File: config.mk
export PLATFORM = sky130hd
export DESIGN_NAME = bpm_uart_reporter
export DESIGN_NICKNAME = d
export VERILOG_FILES = /design/src/rtl/bpm_pkg.sv /design/src/rtl/uart_tx_byte.sv /design/src/rtl/bpm_uart_reporter.sv
export SDC_FILE = /design/constraint.sdc
export NUM_CORES = 1
export LEC_CHECK = 0
export ABC_CLOCK_PERIOD_IN_PS = 3000
export BUFFER_PORTS_ARGS = -buffer_cell sky130_fd_sc_hd__buf_2
export CAP_MARGIN = 20
export CORE_MARGIN = 2
export CORE_UTILIZATION = 53
export DETAILED_ROUTE_END_ITERATION = 6
export HOLD_SLACK_MARGIN = 0.15
export PLACE_DENSITY = 0.77
export SETUP_SLACK_MARGIN = 0.3
export SLEW_MARGIN = 25
export SYNTH_ARGS = -nofsm -noshare
export SYNTH_HDL_FRONTEND = slang
export SYNTH_SLANG_ARGS = --single-unit
File: constraint.sdc
create_clock -name clk -period 3 [get_ports clk]
set_input_delay 0.3 -clock clk [delete_from_list [all_inputs] [get_ports clk]]
set_output_delay 0.3 -clock clk [all_outputs]
set_load 0.01 [all_outputs]
File: src/rtl/bpm_pkg.sv
// rtl/bpm_pkg.sv - shared FSM states and ASCII constants for the BPM UART reporter
package bpm_pkg;

    typedef enum logic [2:0] {
        IDLE       = 3'd0,
        CONV       = 3'd1,
        SEND_START = 3'd2,
        SEND_DATA  = 3'd3,
        SEND_STOP  = 3'd4,
        NEXT_BYTE  = 3'd5
    } state_t;

    localparam logic [7:0] ASCII_ZERO = 8'h30;
    localparam logic [7:0] ASCII_CR   = 8'h0D;
    localparam logic [7:0] ASCII_LF   = 8'h0A;

    // Frame is hundreds, tens, ones, CR, LF: byte index 4 is the last one.
    localparam logic [2:0] LAST_BYTE  = 3'd4;

    function automatic logic [7:0] to_ascii(input logic [3:0] digit);
        return ASCII_ZERO + {4'd0, digit};
    endfunction

endpackage

File: src/rtl/uart_tx_byte.sv
// rtl/uart_tx_byte.sv - 8N1 bit timing for one byte; done pulses in the last cycle of each of the start, data and stop phases
module uart_tx_byte #(
    parameter int CLKS_PER_BIT = 16
) (
    input  logic       clk,
    input  logic       rst_n,
    input  logic [7:0] data_byte,
    input  logic       load,
    output logic       tx,
    output logic       done
);

    localparam int TW = (CLKS_PER_BIT > 1) ? $clog2(CLKS_PER_BIT) : 1;
    localparam logic [TW-1:0] T_LAST = TW'(CLKS_PER_BIT - 1);

    typedef enum logic [1:0] {
        PH_IDLE  = 2'd0,
        PH_START = 2'd1,
        PH_DATA  = 2'd2,
        PH_STOP  = 2'd3
    } phase_t;

    phase_t        phase;
    logic [TW-1:0] timer;
    logic [2:0]    bit_idx;
    logic [7:0]    shreg;
    logic          tx_q;
    logic          bit_end;

    assign bit_end = (phase != PH_IDLE) && (timer == T_LAST);
    assign done    = bit_end && ((phase != PH_DATA) || (bit_idx == 3'd7));
    assign tx      = tx_q;

    // tx is registered so the line level changes exactly on the bit boundaries.
    always_ff @(posedge clk or negedge rst_n) begin
        if (!rst_n) begin
            phase   <= PH_IDLE;
            timer   <= '0;
            bit_idx <= '0;
            shreg   <= '0;
            tx_q    <= 1'b1;
        end else if (load) begin
            phase   <= PH_START;
            timer   <= '0;
            bit_idx <= '0;
            shreg   <= data_byte;
            tx_q    <= 1'b0;
        end else if (phase != PH_IDLE) begin
            if (!bit_end) begin
                timer <= timer + 1'b1;
            end else begin
                timer <= '0;
                case (phase)
                    PH_START: begin
                        phase <= PH_DATA;
                        tx_q  <= shreg[0];
                    end
                    PH_DATA: begin
                        if (bit_idx == 3'd7) begin
                            phase <= PH_STOP;
                            tx_q  <= 1'b1;
                        end else begin
                            bit_idx <= bit_idx + 3'd1;
                            shreg   <= {1'b0, shreg[7:1]};
                            tx_q    <= shreg[1];
                        end
                    end
                    default: begin
                        phase <= PH_IDLE;
                        tx_q  <= 1'b1;
                    end
                endcase
            end
        end
    end

endmodule

File: src/rtl/bpm_uart_reporter.sv
// rtl/bpm_uart_reporter.sv - captures a BPM result, converts it to decimal ASCII and sends "ddd\r\n" over UART
module bpm_uart_reporter
    import bpm_pkg::*;
#(
    parameter int CLKS_PER_BIT = 16
) (
    input  logic       clk,
    input  logic       rst_n,
    input  logic       en,
    input  logic [7:0] bpm_value,
    input  logic       bpm_valid,
    output logic       bpm_copied,
    output logic       uart_tx,
    output logic       busy
);

    state_t     state;
    state_t     state_nxt;
    logic [7:0] rem;
    logic [1:0] hund;
    logic [3:0] tens;
    logic [2:0] byte_idx;
    logic [7:0] cur_byte;
    logic       capture;
    logic       conv_last;
    logic       load;
    logic       phase_done;
    logic       tx_line;

    assign conv_last = (rem < 8'd10);

    always_ff @(posedge clk or negedge rst_n) begin
        if (!rst_n) begin
            state <= IDLE;
        end else begin
            state <= state_nxt;
        end
    end

    always_comb begin
        state_nxt = state;
        case (state)
            IDLE:       if (capture)    state_nxt = CONV;
            CONV:       if (conv_last)  state_nxt = SEND_START;
            SEND_START: if (phase_done) state_nxt = SEND_DATA;
            SEND_DATA:  if (phase_done) state_nxt = SEND_STOP;
            SEND_STOP:  if (phase_done) state_nxt = (byte_idx == LAST_BYTE) ? IDLE : NEXT_BYTE;
            NEXT_BYTE:  state_nxt = SEND_START;
            default:    state_nxt = IDLE;
        endcase
    end

    // Gating with rst_n keeps bpm_copied and busy low while reset is held.
    always_comb begin
        capture    = 1'b0;
        bpm_copied = 1'b0;
        busy       = 1'b0;
        load       = 1'b0;
        capture    = rst_n && (state == IDLE) && en && bpm_valid;
        bpm_copied = capture;
        busy       = (state != IDLE) || capture;
        load       = ((state == CONV) && conv_last) || (state == NEXT_BYTE);
    end

    // rem doubles as the captured value and the running remainder of the conversion.
    always_ff @(posedge clk or negedge rst_n) begin
        if (!rst_n) begin
            rem      <= '0;
            hund     <= '0;
            tens     <= '0;
            byte_idx <= '0;
        end else if (capture) begin
            rem      <= bpm_value;
            hund     <= '0;
            tens     <= '0;
            byte_idx <= '0;
        end else if (state == CONV) begin
            if (rem >= 8'd100) begin
                rem  <= rem - 8'd100;
                hund <= hund + 2'd1;
            end else if (rem >= 8'd10) begin
                rem  <= rem - 8'd10;
                tens <= tens + 4'd1;
            end
        end else if ((state == SEND_STOP) && phase_done && (byte_idx != LAST_BYTE)) begin
            byte_idx <= byte_idx + 3'd1;
        end
    end

    always_comb begin
        cur_byte = ASCII_LF;
        case (byte_idx)
            3'd0:    cur_byte = to_ascii({2'b00, hund});
            3'd1:    cur_byte = to_ascii(tens);
            3'd2:    cur_byte = to_ascii(rem[3:0]);
            3'd3:    cur_byte = ASCII_CR;
            default: cur_byte = ASCII_LF;
        endcase
    end

    uart_tx_byte #(
        .CLKS_PER_BIT(CLKS_PER_BIT)
    ) u_tx (
        .clk       (clk),
        .rst_n     (rst_n),
        .data_byte (cur_byte),
        .load      (load),
        .tx        (tx_line),
        .done      (phase_done)
    );

    assign uart_tx = tx_line;

endmodule
* After elaboration in Yosys (flattened, before gate mapping) *
Index checks and enable logic that the tools add are counted.

operators by class
  muxes and demuxes = 45
  bitwise gates (word level) = 0
  equality and inequality tests = 24
  multiply operators = 0
  magnitude comparators = 3
  reduce and logical (&&, ||, !) cells = 31
  add/subtract/negate cells = 10
  shift operators = 0
  divide/modulo/power cells = 0

operator list
  operator               number
  $mux W8                9
  $mux W3                14
  $mux W4                7
  $pmux W7 S4            1
  $ne A2 B2 Y1 const B   9
  $pmux W3 S6            1
  $reduce_bool A2 Y1     8
  $add A6 B4 Y7 const A  2
  $mux W2                7
  $eq A3 B2 Y1 const B   4
  $eq A3 B3 Y1 const B   4
  $add A4 B1 Y4 const B  2
  $ge A8 B4 Y1 const B   1
  $ge A8 B7 Y1 const B   1
  $logic_and A1 B1 Y1    8
  $lt A8 B4 Y1 const B   1
  $reduce_and A2 Y1      4
  $sub A8 B4 Y8 const B  1
  $sub A8 B7 Y8 const B  1
  $add A6 B2 Y7 const A  1
  $add A3 B1 Y3 const B  2
  $eq A3 B1 Y1 const B   2
  $logic_not A3 Y1       2
  $reduce_and A3 Y1      2
  other kinds (13)       19

word-level totals
  memories = 0
  bits in read-only memories = 0
  input port bits = 12
  RAM bits = 0
  output and inout bits = 3
  bits in latches = 0
  register bits after elaboration = 38
  word-level logic and storage cells = 123

* Logic depth before layout (Yosys ltp) *
Gate-level depths: netlist of the first run.

  depth in word-level cells = 8
  mapped depth = 8
  mapped depth without buffers = 7

* Cells and area by module *
Synthesis of the first run repeated with hierarchy kept, for this count alone.

second synthesis, totals
  cell total of the unflattened synthesis = 273
  area, all modules = 2521.2 sq um

modules (own cells, without submodules)
  module             cells each  times used  area each (sq um)
  bpm_uart_reporter  171         1           1535.2
  uart_tx_byte       102         1           985.9

* Worst setup path before layout of the first run *
No wires, ideal clock.

  path type = flip-flop to flip-flop
  from = register rem[2]
  to = register tens[3]
  slack = 0.954 ns
  stages on the path, launching flop included = 8
  arrival time = 1.966 ns
  required time = 2.920 ns
  cell sequence = dfrtp_1 > inv_1 > ha_1 > nand2b_1 > a31oi_2 > nand2_1 > or4_1 > a21oi_1

on the way
  longest elaborated chain between the ends = 3
  elaborated cells on any way between the ends = 5
  classes of those cells = order compare (2); eq/ne (1); reduce/logical (2)

RTL lines
  element                                                                     RTL line                                          RTL
  from (decl)                                                                 bpm_uart_reporter.sv:19                           logic [7:0] rem;
  from (signal assigned)                                                      bpm_uart_reporter.sv:73                           rem <= bpm_value;
  from (signal assigned)                                                      bpm_uart_reporter.sv:79                           rem <= rem - 8'd100;
  from (signal assigned)                                                      bpm_uart_reporter.sv:82                           rem <= rem - 8'd10;
  $ge A8 B7 Y1 / $ge A8 B4 Y1 (equally long branches)                         bpm_uart_reporter.sv:78, bpm_uart_reporter.sv:81
  $ne A2 B2 Y1 (no source line) / $reduce_bool A2 Y1 (equally long branches)  n/a
  $reduce_and A3 Y1 (no source line) (*)                                      n/a
  to (signal assigned)                                                        bpm_uart_reporter.sv:83                           tens <= tens + 4'd1;
  to (decl)                                                                   bpm_uart_reporter.sv:21                           logic [3:0] tens;

Mark *: on every way between the ends. The rest lies on a longest branch, timed or not.
A chain may end at the register's enable or synchronous reset.

* Worst setup path in the final report of the first run *
Ends and elaborated chain as after synthesis.

==> results of run 1 <==
[worst max-delay path by stage]
stage                     startpoint  endpoint  slack (ps)  depth (start not counted)
after floorplan               rem[2]   tens[3]         950                          7
after global placement        rem[2]   tens[3]         680                          7
after detailed placement      rem[2]   tens[3]         640                          7
after CTS                     rem[2]   tens[3]         590                          7
after global routing          rem[2]   tens[3]         420                          7
final                         rem[2]   tens[3]         570                          7
[cells in the mapped netlist, types with 2 or more instances]
master,number
xor2_1,2
nor2b_1,7
clkbuf_1,3
and3_1,3
dfrtp_1,35
nor4_1,4
nor2_1,35
buf_2,4
nand2_1,16
nor3_1,5
a21o_1,5
buf_6,2
o31ai_1,2
xnor2_1,4
ha_1,17
o22ai_1,2
o211ai_1,2
a31oi_1,4
nand3_1,6
mux2i_1,8
nor3b_1,2
inv_1,11
a21oi_1,17
a222oi_1,2
o21ai_0,20
a22o_1,2
a211oi_1,4
nand2b_1,5
[stage by stage]
step | instances | hold WS [ps] | setup WS (ps)
after floorplan | 257 | 4.409 | 954.1
after global placement | 316 | 445.0 | 684.5
after detailed placement | 316 | 458.8 | 637.3
after CTS | 325 | 206.8 | 593.3
after global routing | 325 | 216.5 | 419.3
final | 325 | 209.6 | 573.2
[layer usage]
metal  vias up  part of all wire (%)  global-route usage, %
li1        956                     -                      -
met5         -                     0                      0
met2        37                    43                  31.87
met3         5                   4.2                  4.762
met4         0                   1.1                  7.906
met1       906                    51                  32.10
[cells by family after synthesis]
family	synth area share, %
adders and majority gates	9.110
xor gates and xnor gates	2.251
muxes	3.912
and+or+nand+nor	20.69
DFF	38.64
buffers and inverters	4.555
AOI/OAI and AO/OA	20.85
[state kept, by name, summed over array words and instances, names as in the netlist]
signal        cells
byte_idx          3
hund              2
rem               8
state             3
tens              4
u_tx.bit_idx      3
u_tx.phase        2
u_tx.shreg        6
u_tx.timer        4
u_tx.tx           1
[cell type report]
cell class / instances / area, um2 / share of cell area, %
Tap cell: 52 / 65.06 / 2.549
Timing Repair Buffer: 19 / 110.1 / 4.314
Inverter: 11 / 41.29 / 1.618
Sequential cell: 36 / 902.1 / 35.34
Clock buffer: 6 / 72.57 / 2.843
Multi-Input combinational cell: 199 / 1326 / 51.96
Clock inverter: 2 / 35.03 / 1.373
[worst reg2reg max path, cell delays in order, from the launching register on]
cell and delay, ps:
dfrtp_1 470, inv_1 170, ha_1 210, nand2b_1 100, a31oi_2 420, nand2_1 300, or4_1 550, a21oi_1 150
[power by group through the flow]
stage | Combinational [mW] | Sequential [mW] | Clock (mW)
detailed placement | 1.31 | 0.985 | 0
finish | 1.33 | 0.979 | 0.422
global route | 1.52 | 1.01 | 0.454
global placement | 1.29 | 0.974 | 0
CTS | 1.32 | 0.973 | 0.434
floorplan | 1.13 | 0.866 | 0
[repair_timing]
action,CTS,global route
hold endpoints to repair,28,0
hold buffers,1,0
setup endpoints to repair,0,0
==> metrics.yaml, run 1 <==
critPathKind: "reg2reg"
holdPathEnd: "rem[0]"
antenna_cells: 0
setup_viol: 0
outcome: "complete, no violations"
cts_max_level: 2
cp_slowest_stage_delay_ps: 550
finalMaxSlewViolations: 0
reg2reg_slack_ps: 570
slowest_stage: "or4_1"
cts-root-buf: "clkbuf_8"
cts.sinks: 36
fin_nets: 301
post_cts_buffers: 0
p_leak_nw: 1.178
synth_ff_type: "dfrtp_1"
power_mw: 2.730
path_cells: "inv_1 -> ha_1 -> nand2b_1 -> a31oi_2 -> nand2_1 -> or4_1 -> a21oi_1"
dp_hpwl_um: 3567
cap_violations: 0
path_max_fanout: 9
post-route-drc-count: 0
synthCells: 257
regToRegStartpoint: "rem[2]"
drt.antenna.violating_nets: 0
p_clk_share_pct: 15.5
clockBufferDepth: 2
synth_top_area_share_pct: 37.51
vias: 1904
p_int_mw: 1.532
num_rows: 24
switching_power_mw: 1.198
ir_drop_uv: 398.7
fillers: 395
initial_utilization_pct: 54.37
hold_viol: 0
drive_gt1_share_pct: 13.19
finalWirelength_um: 4981
p_per_area_mw_per_mm2: 1070
dieArea_mm2: 0.004952
synth_area_mm2: 0.002335
drt-pass1-iter-count: 4
max_freq_mhz: 412.1
syn_to_final_growth_pct: 9.325
ys_seq_area_share_pct: 38.64
yosys.area.top_type: "dfrtp_1"
synth_edf_count: 0
grt_overflow: 0
slew_headroom_pct: 60.34
numCtsBuffers: 5
synth-seq-cells: 36
swShare_pct: 43.90
final_core_util_pct: 59.44
gp_congestion: 0.9698
grt.total_usage_pct: 21.95
final_cell_area_mm2: 0.002552
synth.distinct_cells: 56
rr_worst_depth: 7
hold-path-cell-count: 3
fp.dieW_um: 70.37
r2r_end: "tens[3]"
drtIter0Drc: 172
syn_area_per_cell_um2: 9.085
synthArstFlopShare_pct: 100.0
worstPathRequired_ps: 3220
grt_pass1_wl_um: 8631
layout_common_cells: "nor2_1, dfrtp_1, o21ai_0, a21oi_1, ha_1"
dieHeight_um: 70.37
yosys_warnings: 0
antenna_found_initial: 0
synth_area_leaders: "dfrtp_1, ha_1, nor2_1"
pwr-share-comb_pct: 48.7
ios: 15
min_from: "bpm_value[0]"
grt_max_degree: 38
cts_resized: 0
crit_family: "simple AND/OR/NAND/NOR gates"
post-route-period-util_pct: 80.89
syn-num-nets: 286
cp_data_arrival_time_ps: 2650
detail_route.wl_per_cell_um: 15.33
clkTransAtPathRegs_ps: 70
clk_latency_ps: 290
max_slew.worst_pin.slew_ps: 592.7
grt_setup_unrepaired: "no"
coreArea_mm2: 0.004294
grt_pass1_vias: 1905
worstSetupEndpointType: "flip-flop"
via_per_inst: 5.858
tns_ps: 0
crit_path_start_kind: "flip-flop"
port_buffers: 14
cts_tree: "yes"
critPathBufInv: 1
power_frac_seq_pct: 35.9
min_period_ps: 2427
finClkSkew_ps: 7.275
hp-class: "in2reg"
placed_area_mm2: 0.002435
No activity file was read; power rests on OpenSTA's default activity.
==> run 2, diff against run 1 <==
--- a/config.mk
+++ b/config.mk
@@ -5,7 +5,7 @@
 export SDC_FILE = /design/constraint.sdc
 export NUM_CORES = 1
 export LEC_CHECK = 0
-export ABC_CLOCK_PERIOD_IN_PS = 3000
+export ABC_CLOCK_PERIOD_IN_PS = 2450
 export BUFFER_PORTS_ARGS = -buffer_cell sky130_fd_sc_hd__buf_2
 export CAP_MARGIN = 20
 export CORE_MARGIN = 2
==> constraint.sdc (replaced) <==
create_clock -name clk -period 2.45 [get_ports clk]
set_input_delay 0.245 -clock clk [delete_from_list [all_inputs] [get_ports clk]]
set_output_delay 0.245 -clock clk [all_outputs]
set_load 0.01 [all_outputs]
==> run 2 against run 1 <==
Against the previous run:
- non-clock buffer count rose by 8
- utilization rose by 2.3 points
- routed wire length rose by 1.3%
- total power rose by 28%
- critical path depth fell by 1
- cell count rose by 2.5%
- clock-buffer cell count fell by 1
- largest power group unchanged
- maximum frequency rose by 18%
- critical endpoint unchanged
- combinational power rose by 33%
- global-route usage rose by 0.50 points
==> metrics.yaml, run 2 (same netlist as run 1, synthesis figures left out) <==
grt_max_degree: 37
port_buffers: 14
drtIter0Drc: 178
drt.antenna.violating_nets: 0
max_slew.worst_pin.slew_ps: 535.4
hold_viol: 0
grt_pass1_wl_um: 8776
drt-pass1-iter-count: 4
clockBufferDepth: 2
worstPathRequired_ps: 2670
dieArea_mm2: 0.004952
detail_route.wl_per_cell_um: 15.16
numCtsBuffers: 5
initial_utilization_pct: 54.37
antenna_cells: 0
cts_max_level: 2
critPathBufInv: 1
ir_drop_uv: 458.2
final_common_cell: "dfrtp_1"
post-route-drc-count: 0
post-route-period-util_pct: 84.25
largest_reg_flops: 8
via_per_inst: 5.913
antenna_found_initial: 0
fin_ws_ps: 385.8
drive_gt1_share_pct: 18.51
cts.sinks: 36
finalMaxSlewViolations: 0
num_rows: 24
dp_hpwl_um: 3650
setup_viol: 0
min_period_ps: 2064
fp.dieW_um: 70.37
path_max_fanout: 9
hp-class: "in2reg"
cap_violations: 0
dieHeight_um: 70.37
grt_pass1_vias: 1878
grt_setup_unrepaired: "no"
layout_common_cells: "dfrtp_1, nor2_1, o21ai_0, a21oi_1, ha_1"
cts-root-buf: "clkbuf_8"
gp_congestion: 0.9251
power_mw: 3.490
path_cells: "or3b_4 -> a21oi_2 -> nor2_1 -> buf_4 -> or4_1 -> a21oi_1"
place_ws_ps: 338.9
syn_to_final_growth_pct: 13.50
max_freq_mhz: 484.4
critPathKind: "reg2reg"
ios: 15
cts_tree: "yes"
slew_headroom_pct: 63.98
worstSetupEndpointType: "flip-flop"
outcome: "complete, no violations"
p_per_area_mw_per_mm2: 1317
vias: 1969
tns_ps: 0
p_leak_nw: 1.217
cp_data_arrival_time_ps: 2280
whs_ps: 169.4
coreArea_mm2: 0.004294
finalWirelength_um: 5048
clkTransAtPathRegs_ps: 80
clk_latency_ps: 290
grt_overflow: 0
crit_family: "simple AND/OR/NAND/NOR gates"
post_cts_buffers: 0
fin_nets: 309
reg_top3: "rem x8, u_tx.shreg x6"
slowest_stage: "dfrtp_1"
cp_slowest_stage_delay_ps: 480
grt.total_usage_pct: 22.46
top_register: "rem"
crit_path_start_kind: "flip-flop"
finClkSkew_ps: 4.086
## run 2: timing repair
item,CTS,global route
endpoints found under the setup margin,0,16
endpoints found under the hold margin,36,0
resized for setup,0,10
hold buffers,2,0
## run 2: final timing paths
check | slack (ps) | cells past startpoint | to | start
setup reg to reg | 390 | 6 | tens[3] | state[2]
max in group asynchronous | 1500 | 3 | u_tx.tx | rst_n
setup / recovery | 390 | 6 | tens[3] | state[2]
hold / removal | 170 | 3 | rem[5] | bpm_value[5]
min in group asynchronous | 610 | 3 | u_tx.timer[0] | rst_n
hold reg to reg | 540 | 2 | rem[0] | rem[0]
## run 2: report_power, final
group	leakage (nW)	switching (mW)	internal (mW)	total (mW)
combinational	0.716	0.977	0.796	1.77
sequential	0.447	0.326	0.866	1.19
clock	0.0541	0.225	0.301	0.526
## run 2: per-layer routing
metal | GRT usage [%] | up-vias | share of wire, %
met3 | 5.772 | 7 | 5.9
met1 | 31.49 | 934 | 48
met5 | 0 | - | 0
met4 | 6.197 | 0 | 1.3
li1 | - | 972 | -
met2 | 34.38 | 56 | 45
## run 2: per-stage QoR
stage | cells | util (%) | area [um2]
2_1_floorplan | 257 | - | 2335
3_3_place_gp | 323 | 57.93 | 2487
3_5_place_dp | 323 | 57.93 | 2487
4_1_cts | 333 | 60.98 | 2619
5_1_grt | 333 | 61.71 | 2650
6_report | 333 | 61.71 | 2650
## run 2: worst min-delay path: stages
cell and delay, ps:
buf_2 70, a21oi_1 50, o21ai_0 60
## run 2: area by class of cell
| class | count | area, um2 |
|---|---|---|
| Multi-Input combinational cell | 199 | 1358 |
| Sequential cell | 36 | 902.1 |
| Timing Repair Buffer | 27 | 172.7 |
| Clock buffer | 5 | 68.82 |
| Inverter | 11 | 41.29 |
| Tap cell | 52 | 65.06 |
| Clock inverter | 3 | 42.54 |
| Fill cell | 367 | 1644 |
